===== config.mk =====
export PLATFORM = sky130hd
export DESIGN_NAME = spu_event_counter
export DESIGN_NICKNAME = d
export VERILOG_FILES = /design/src/rtl/spu_event_counter.sv
export SDC_FILE = /design/constraint.sdc
export NUM_CORES = 1
export LEC_CHECK = 0
export CORE_ASPECT_RATIO = 0.9
export CORE_MARGIN = 3
export CORE_UTILIZATION = 30
export DETAILED_ROUTE_END_ITERATION = 7
export PLACE_DENSITY = 0.52
export SLEW_MARGIN = 20
export SYNTH_ARGS = -nofsm -noshare
export SYNTH_HDL_FRONTEND = slang
export SYNTH_SLANG_ARGS = --single-unit

===== constraint.sdc =====
create_clock -name clk_i -period 2.3 [get_ports clk_i]
set_input_delay 0.46 -clock clk_i [delete_from_list [all_inputs] [get_ports clk_i]]
set_output_delay 0.46 -clock clk_i [all_outputs]
set_load 0.005 [all_outputs]

===== src/rtl/spu_event_counter.sv =====
// spu_event_counter: per-line event counters with privilege, ASID and stream
// filtering. Counters wrap and set sticky overflow flags, which can drive an
// interrupt. Software configures, reads and preloads everything through a
// one-cycle register port.
module spu_event_counter #(
    parameter int          NUM_LINES  = 4,
    parameter int          CNT_WIDTH  = 32,
    parameter int          ASID_WIDTH = 16,
    parameter logic        SID_MATCH  = 1'b0
) (
    input  logic                  clk_i,
    input  logic                  rst_ni,
    input  logic [NUM_LINES-1:0]  e_id_i,
    input  logic [ASID_WIDTH+1:0] e_info_i,
    input  logic                  s_id_i,
    input  logic                  reg_req_i,
    input  logic                  reg_we_i,
    input  logic [7:0]            reg_addr_i,
    input  logic [31:0]           reg_wdata_i,
    output logic [31:0]           reg_rdata_o,
    output logic                  reg_rvalid_o,
    output logic                  irq_o
);

    localparam logic [5:0] WORD_CTRL  = 6'd0;
    localparam logic [5:0] WORD_ASIDF = 6'd1;
    localparam logic [5:0] WORD_OVF   = 6'd2;
    localparam logic [5:0] WORD_IRQEN = 6'd3;

    // Registered copies of the event inputs; all filtering works on these.
    logic [NUM_LINES-1:0]  e_id_reg;
    logic [ASID_WIDTH+1:0] e_info_reg;
    logic                  s_id_reg;

    // Configuration and status state.
    logic                  en_reg;
    logic [2:0]            priv_en_reg;     // [0]=M, [1]=S, [2]=U
    logic                  asidf_en_reg;
    logic [ASID_WIDTH-1:0] asid_match_reg;
    logic [NUM_LINES-1:0]  ovf_reg;
    logic [NUM_LINES-1:0]  irqen_reg;
    logic [NUM_LINES-1:0]  ovf_set;
    logic [NUM_LINES*CNT_WIDTH-1:0] cnt_flat;

    logic [31:0]           rdata_reg;
    logic                  rvalid_reg;
    logic                  irq_reg;

    // Decoded register access.
    logic [5:0]            word;
    logic                  wr_strobe;
    logic                  clr;
    logic [NUM_LINES-1:0]  ovf_w1c;
    logic [31:0]           rd_mux;

    // Event qualification.
    logic [1:0]            priv;
    logic [ASID_WIDTH-1:0] asid;
    logic                  priv_ok;
    logic                  asid_ok;
    logic                  qual;

    logic                  unused_bits;

    assign word      = reg_addr_i[7:2];
    assign wr_strobe = reg_req_i & reg_we_i;
    assign clr       = wr_strobe & (word == WORD_CTRL) & reg_wdata_i[1];
    assign ovf_w1c   = (wr_strobe && (word == WORD_OVF)) ? reg_wdata_i[NUM_LINES-1:0] : '0;

    assign priv    = e_info_reg[ASID_WIDTH+1:ASID_WIDTH];
    assign asid    = e_info_reg[ASID_WIDTH-1:0];
    assign priv_ok = ((priv == 2'b01) & priv_en_reg[0]) |
                     ((priv == 2'b10) & priv_en_reg[1]) |
                     ((priv == 2'b11) & priv_en_reg[2]);
    assign asid_ok = ~asidf_en_reg | (asid == asid_match_reg);
    assign qual    = en_reg & (s_id_reg == SID_MATCH) & priv_ok & asid_ok;

    assign unused_bits = ^{reg_addr_i[1:0], reg_wdata_i};

    // Input stage: sample event pulses and context every cycle.
    always_ff @(posedge clk_i or negedge rst_ni) begin
        if (!rst_ni) begin
            e_id_reg   <= '0;
            e_info_reg <= '0;
            s_id_reg   <= 1'b0;
        end else begin
            e_id_reg   <= e_id_i;
            e_info_reg <= e_info_i;
            s_id_reg   <= s_id_i;
        end
    end

    // Configuration registers; CLR is a pulse and leaves configuration alone.
    always_ff @(posedge clk_i or negedge rst_ni) begin
        if (!rst_ni) begin
            en_reg         <= 1'b0;
            priv_en_reg    <= 3'b111;
            asidf_en_reg   <= 1'b0;
            asid_match_reg <= '0;
            irqen_reg      <= '0;
        end else if (wr_strobe) begin
            if (word == WORD_CTRL) begin
                en_reg      <= reg_wdata_i[0];
                priv_en_reg <= reg_wdata_i[6:4];
            end
            if (word == WORD_ASIDF) begin
                asidf_en_reg   <= reg_wdata_i[31];
                asid_match_reg <= reg_wdata_i[ASID_WIDTH-1:0];
            end
            if (word == WORD_IRQEN) begin
                irqen_reg <= reg_wdata_i[NUM_LINES-1:0];
            end
        end
    end

    // One counter per event line: CLR beats a software load beats an increment.
    generate
        for (genvar gi = 0; gi < NUM_LINES; gi++) begin : g_line
            logic [CNT_WIDTH-1:0] cnt_reg;
            logic                 inc;
            logic                 load;

            assign inc  = e_id_reg[gi] & qual;
            assign load = wr_strobe & (word == 6'(4 + gi));
            assign ovf_set[gi] = inc & ~clr & ~load & (&cnt_reg);
            assign cnt_flat[gi*CNT_WIDTH +: CNT_WIDTH] = cnt_reg;

            // Counter update; wraps naturally from all-ones to zero.
            always_ff @(posedge clk_i or negedge rst_ni) begin
                if (!rst_ni) begin
                    cnt_reg <= '0;
                end else if (clr) begin
                    cnt_reg <= '0;
                end else if (load) begin
                    cnt_reg <= reg_wdata_i[CNT_WIDTH-1:0];
                end else if (inc) begin
                    cnt_reg <= cnt_reg + CNT_WIDTH'(1);
                end
            end
        end
    endgenerate

    // Sticky overflow flags: a fresh overflow wins over a same-edge W1C.
    always_ff @(posedge clk_i or negedge rst_ni) begin
        if (!rst_ni) begin
            ovf_reg <= '0;
        end else if (clr) begin
            ovf_reg <= '0;
        end else begin
            ovf_reg <= (ovf_reg & ~ovf_w1c) | ovf_set;
        end
    end

    // Read mux over the current (pre-update) register values.
    always_comb begin
        rd_mux = '0;
        case (word)
            WORD_CTRL:  rd_mux = {25'd0, priv_en_reg, 3'b000, en_reg};
            WORD_ASIDF: begin
                rd_mux     = 32'(asid_match_reg);
                rd_mux[31] = asidf_en_reg;
            end
            WORD_OVF:   rd_mux = 32'(ovf_reg);
            WORD_IRQEN: rd_mux = 32'(irqen_reg);
            default: begin
                for (int i = 0; i < NUM_LINES; i++) begin
                    if (word == 6'(4 + i)) begin
                        rd_mux = 32'(cnt_flat[i*CNT_WIDTH +: CNT_WIDTH]);
                    end
                end
            end
        endcase
    end

    // Response stage: every access completes one cycle later; writes return 0.
    always_ff @(posedge clk_i or negedge rst_ni) begin
        if (!rst_ni) begin
            rvalid_reg <= 1'b0;
            rdata_reg  <= '0;
        end else begin
            rvalid_reg <= reg_req_i;
            rdata_reg  <= (reg_req_i && !reg_we_i) ? rd_mux : '0;
        end
    end

    // Interrupt is a registered view of enabled overflow flags.
    always_ff @(posedge clk_i or negedge rst_ni) begin
        if (!rst_ni) begin
            irq_reg <= 1'b0;
        end else begin
            irq_reg <= |(ovf_reg & irqen_reg);
        end
    end

    assign reg_rdata_o  = rdata_reg;
    assign reg_rvalid_o = rvalid_reg;
    assign irq_o        = irq_reg;

endmodule


==> run_results.csv, run 1 <==
group,metric,value,unit
cts,clk_pin_slew,0.06,ns
setup_path,cp_max_fo,6,
timing,rsz0062_at_grt,"true",
synth,synth_seq_cells,214,
hold_path,hp-class,"input pin to flop",
power_and_ir_drop,irDropWorstVdd,0.000520,V
cts,htreeDepth,1,
cells_and_area,largest_reg_flops,128,
setup_path,slowest_stage,"dfrtp_1",
synth,synth_fa_ha_area_frac,0.00406,
synth,synth_nets,1422,
setup_path,cp_top_family,"buffers and inverters",
floorplan,io_pins,101,
timing,finalSetupTns,-0.237,ns
setup_path,reg2reg_depth,11,
cells_and_area,diodes,0,
global_route,grt_pass1_vias,11900,
synth,synthArstFlopShare,1.00,
timing,max_freq,425,MHz
drt,vias,12700,
setup_path,required,2.73,ns
drt,antenna_left,0,
synth,ys_top_cells_by_count,"dfrtp_1 (211), o21ai_0 (177), a21oi_1 (144)",
global_route,grt_max_degree,70,
synth,synthFlopType,"dfrtp_1",
drt,routedWlPerCell,23.6,µm
synth,synth-simple-area-share,0.202,
cells_and_area,fin_nets,1710,
synth,syn_area,12300,µm²
hold_path,hold_depth,1,
synth,synth_most_common_cell,"dfrtp_1",
synth,post_synth_inst_count,1351,
cts,cts_buffer_depth,3,
timing,fin_crit_sh,1.02,
place,io_buffers,98,
hold_path,min_to,"e_info_reg[2]",
global_route,antenna_found_initial,5,
global_route,grt-ovfl-total,0,
cells_and_area,postLayoutCellArea,17500,µm²
cells_and_area,n_fill_cell,3858,
setup_path,crit_top_cell,"buf_4",
power_and_ir_drop,p_per_area,545,nW/µm²
cts,cts-root-buf,"clkbuf_16",
timing,final.min_clock_period,2.35,ns
setup_path,timing.rr.end,"g_line[0].cnt_reg[30]",
timing,relSlewSlack,0.537,
timing,hold_viol,0,
setup_path,crit_type,"flop to flop",
cts,cts_buffers,27,
synth,syn_avg_cell_area,9.13,µm²
timing,clock_skew,0.0236,ns
synth,synthMuxAreaShare,0.0942,
place,placed_cell_area,15600,µm²
setup_path,timing.rr.start,"asid_match_reg[6]",
global_route,track_usage,0.228,
cts,cts_tree,"yes",
synth,synth_edf_count,0,
drt,via_per_inst,5.81,
status,status,"finished, violations left",
floorplan,coreArea,40100,µm²
synth,synth_compound_area_frac,0.221,
floorplan,die_h,198,µm
setup_path,ff2ff_setup_slack,-0.05,ns
setup_path,cpPeakStageDelay,0.39,ns
synth,synth_top_family_by_area,"compound AO/OA/AOI/OAI gates",
synth,seq_area_frac_synth,0.434,
power_and_ir_drop,power_leakage,6.98,nW
cts,cts.sinks,214,
floorplan,die_w,220,µm
synth,synth.largest_area_cell,"dfrtp_1",
timing,finalMaxSlewViolations,0,
status,violations,"setup timing",
hold_path,hold_start,"e_info_i[2]",
timing,worst_pin_slew,0.695,ns
drt,first_pass_iters,7,
cells_and_area,syn2layout_area_growth,42.1,%
setup_path,crit_path_cell_trace,"xnor2_1, nand4_1, buf_4, nor4_4, buf_4, buf_12, a31o_4, buf_4, buf_6, o21ai_1, a22o_1",
drt,drt_iter0_markers,1864,
setup_path,path_buf_inv,5,
cells_and_area,drive_above_1_share,0.298,
timing,finalSetupViolCount,13,
flow_run,cap_violations,0,
floorplan,rows,69,
synth,synthXorXnorAreaFrac,0.0128,
global_route,grt_pass1_wl,75.5,mm
cells_and_area,final_util,0.438,
floorplan,die_area,43600,µm²
setup_path,cp-start-kind,"flop",
floorplan,initial_utilization,0.308,
setup_path,worst_setup_path_end_kind,"flop",
synth,yosys_warnings,0,
drt,routed_wl,51.7,mm
cts,clock_latency,0.56,ns
drt,drc,0,
place,gp_congestion,0.926,
setup_path,cp.arrival,2.78,ns
place,dp_hpwl,38.0,mm
synth,netlist.area_leader.share,0.428,
timing,setup_slack,-0.0523,ns
synth,yosys-top-cells-area,"dfrtp_1 (43%), o21ai_0 (7.2%), a21oi_1 (5.8%), mux4_2 (5.8%), nand2_1 (3.7%)",
synth,yosys.cell_types.count,79,
[routing by layer]
metal	global-route usage	wire, µm	part of all wire
met1	0.350	23300	0.45
met2	0.342	22500	0.43
met3	0.0365	4730	0.091
met4	0.0427	1240	0.024
met5	0	0	0
[how the worst max path moves through the flow]
stage / depth (start not counted) / start / endpoint
floorplan: 7 / reg_addr_i[3] / g_line[2].cnt_reg[24]
global placement: 9 / reg_wdata_i[1] / g_line[2].cnt_reg[3]
detailed placement: 9 / reg_wdata_i[1] / g_line[2].cnt_reg[3]
CTS: 10 / asid_match_reg[11] / g_line[3].cnt_reg[0]
global route: 10 / asid_match_reg[14] / g_line[3].cnt_reg[13]
finish: 11 / asid_match_reg[6] / g_line[0].cnt_reg[30]
[cell families (layout without fill, tap and decap cells)]
group,count (synthesis),in the layout
simple gates,489,489
compound gates,460,460
flops,214,214
buf+inv,95,403
mux,71,71
xor+xnor,18,18
fa+ha+maj,4,4
[area by class of cell]
cell class,count,area (µm²),area share
Inverter,11,41.3,0.00236
Sequential cell,214,5360,0.306
Clock inverter,13,183,0.0104
Multi-Input combinational cell,1042,7200,0.411
Clock buffer,36,759,0.0433
Timing Repair Buffer,343,3320,0.190
Tap cell,532,666,0.0380
[what timing repair did]
item | in CTS | in global routing
pin swaps | 6 | 83
setup endpoints to repair | 45 | 117
hold buffers | 1 | 0
endpoints found under the hold margin | 58 | 0
setup buffers | 1 | 16
cloned | 0 | 8
gates resized for setup | 5 | 254
[stage by stage]
step	worst slack, ns	power (W)	cells	hold slack (ns)
floorplan	0.0389	0.00439	1351	0.164
finish	-0.0523	0.00955	2191	0.343
CTS	-0.00712	0.00959	2167	0.322
global placement	-0.587	0.00502	2116	0.481
detailed placement	-0.603	0.00503	2116	0.485
global route	-0.190	0.00987	2191	0.328
[layout by cell type (no fill, tap or decap), drive strengths merged, types with 24 or more instances in the layout]
master	synthesis	routed
a21oi	145	145
nor2	105	105
mux2	28	28
a31oi	24	24
clkbuf	70	42
and3	37	37
nand3	59	59
mux4	33	33
buf	14	241
nor3	48	48
clkdlybuf4s50	0	95
dfrtp	211	211
o21ai	179	179
nor4	25	25
nand2	123	123
[report_power, final]
part           total (W)  switching, W  internal (W)
Combinational    0.00105      0.000560      0.000489
Clock            0.00452       0.00176       0.00276
Sequential       0.00399      0.000103       0.00388
Power figures use the tool's default switching activity.
==> inputs of run 2 (changes only) <==
- DONT_BUFFER_PORTS: not set -> 1
- PLACE_DENSITY: 0.52 -> 0.49
==> run_results.csv, run 2 (synthesis results as in run 1) <==
group,metric,value,unit
cells_and_area,fin_nets,1570,
cells_and_area,largest_reg_flops,128,
cts,postCtsHoldBufs,26,
cts,cts-root-buf,"clkbuf_16",
setup_path,crit_type,"flop to flop",
cts,clock_latency,0.58,ns
floorplan,die_area,43600,µm²
flow_run,cap_violations,0,
cts,cts_buffer_depth,3,
drt,vias,11900,
cts,htreeDepth,1,
power_and_ir_drop,p_per_area,591,nW/µm²
timing,whs,-0.397,ns
cts,cts.sinks,214,
cts,cts_tree,"yes",
timing,relSlewSlack,0.489,
timing,finalMaxSlewViolations,0,
drt,drc,0,
timing,finalSetupTns,0,ns
floorplan,die_h,198,µm
timing,worst_pin_slew,0.764,ns
global_route,grt_pass1_wl,73.5,mm
timing,finalSetupViolCount,0,
timing,rsz0062_at_grt,"true",
setup_path,timing.rr.start,"e_info_reg[6]",
floorplan,initial_utilization,0.308,
power_and_ir_drop,p_clk_frac,0.500,
power_and_ir_drop,power_switching,0.00218,W
drt,via_per_inst,5.81,
timing,final.min_clock_period,2.28,ns
global_route,antenna_found_initial,6,
cts,cts_buffers,28,
place,gp_congestion,0.921,
setup_path,cp.arrival,2.78,ns
global_route,track_usage,0.225,
setup_path,required,2.80,ns
floorplan,io_pins,101,
cells_and_area,final_common_cell,"dfrtp_1",
setup_path,worst_setup_path_end_kind,"flop",
hold_path,hp-class,"input pin to async pin",
power_and_ir_drop,p_comb_frac,0.068,
place,io_buffers,0,
setup_path,cp_max_fo,4,
drt,antenna_left,0,
power_and_ir_drop,power.total,0.00923,W
power_and_ir_drop,sw_frac_of_total,0.236,
timing,fin_crit_sh,0.992,
drt,routedWlPerCell,24.1,µm
cells_and_area,drive_above_1_share,0.223,
floorplan,die_w,220,µm
place,dp_hpwl,36.1,mm
cells_and_area,syn2layout_area_growth,26.5,%
timing,max_freq,438,MHz
power_and_ir_drop,p_seq_frac,0.432,
drt,routed_wl,49.5,mm
setup_path,cp-start-kind,"flop",
floorplan,coreArea,40100,µm²
drt,first_pass_iters,5,
cts,clk_pin_slew,0.06,ns
power_and_ir_drop,power_leakage,6.18,nW
global_route,grt-ovfl-total,0,
global_route,grt_max_degree,215,
status,violations,"hold timing",
cells_and_area,layout_common_cells,"dfrtp_1 (211), buf_4 (155), o21ai_0 (147)",
floorplan,rows,69,
status,status,"finished, violations left",
power_and_ir_drop,intPower,0.00705,W
timing,clock_skew,0.0160,ns
power_and_ir_drop,irDropWorstVdd,0.000487,V
drt,drt_iter0_markers,1620,
setup_path,crit_start,"e_info_reg[6]",
setup_path,ff2ff_setup_slack,0.02,ns
global_route,grt_pass1_vias,11200,
timing,hold_viol,214,
[run 2: per-layer routing]
metal,GRT usage,vias to the layer above,part of all wire
li1,-,5385,-
met1,0.340,5962,0.45
met2,0.323,497,0.43
met3,0.0428,72,0.089
met4,0.0660,4,0.029
met5,0,-,0.00059
[run 2: timing repair]
action	CTS	global route
buffers inserted	0	7
pin swaps	6	22
cloned	0	1
hold endpoints to repair	240	214
endpoints found under the setup margin	51	104
gates resized for setup	10	67
[run 2: final timing paths]
path / to / cells past startpoint
setup / recovery: ovf_reg[0] / 8
hold / removal: irq_o / 0
setup reg to reg: ovf_reg[0] / 8
hold reg to reg: ovf_reg[1] / 1
max in group asynchronous: g_line[0].cnt_reg[26] / 0
min in group clk_i: g_line[2].cnt_reg[0] / 2
[run 2: power groups by stage]
stage	Clock, W	Combinational [W]	Sequential, W
2_1_floorplan	0	0.000359	0.00403
3_3_place_gp	0	0.000558	0.00405
3_5_place_dp	0	0.000566	0.00405
4_1_cts	0.00472	0.000610	0.00398
5_1_grt	0.00491	0.000671	0.00400
6_report	0.00461	0.000627	0.00399
[run 2: area by class of cell]
class                   instances  area [µm²]
clock buffers                  42         833
diodes                          2        5.00
flip-flops and latches        214        5360
fillers                      4049       24500
inverters                      11        41.3
well taps                     532         666
multi-input cells            1042        6800
repair buffers                202        1760
clock inverters                 8         131
[run 2: stage by stage]
stage	worst slack, ns	util	cell area, µm²	std cells
after floorplan	0.0389	-	12300	1351
after global placement	-0.187	0.351	14100	1967
after detailed placement	-0.215	0.351	14100	1967
after CTS	0.000859	0.383	15300	2043
after global routing	-0.0891	0.389	15600	2051
final	0.0192	0.389	15600	2053
[run 2: worst max-delay path, cell delays in order (launching register included)]
cell and delay [ns]:
dfrtp_1 0.37, xnor2_1 0.19, nand4_1 0.25, o41ai_2 0.36, buf_4 0.21, and2_4 0.16, buf_8 0.14, nand4_1 0.28
a21oi_1 0.24
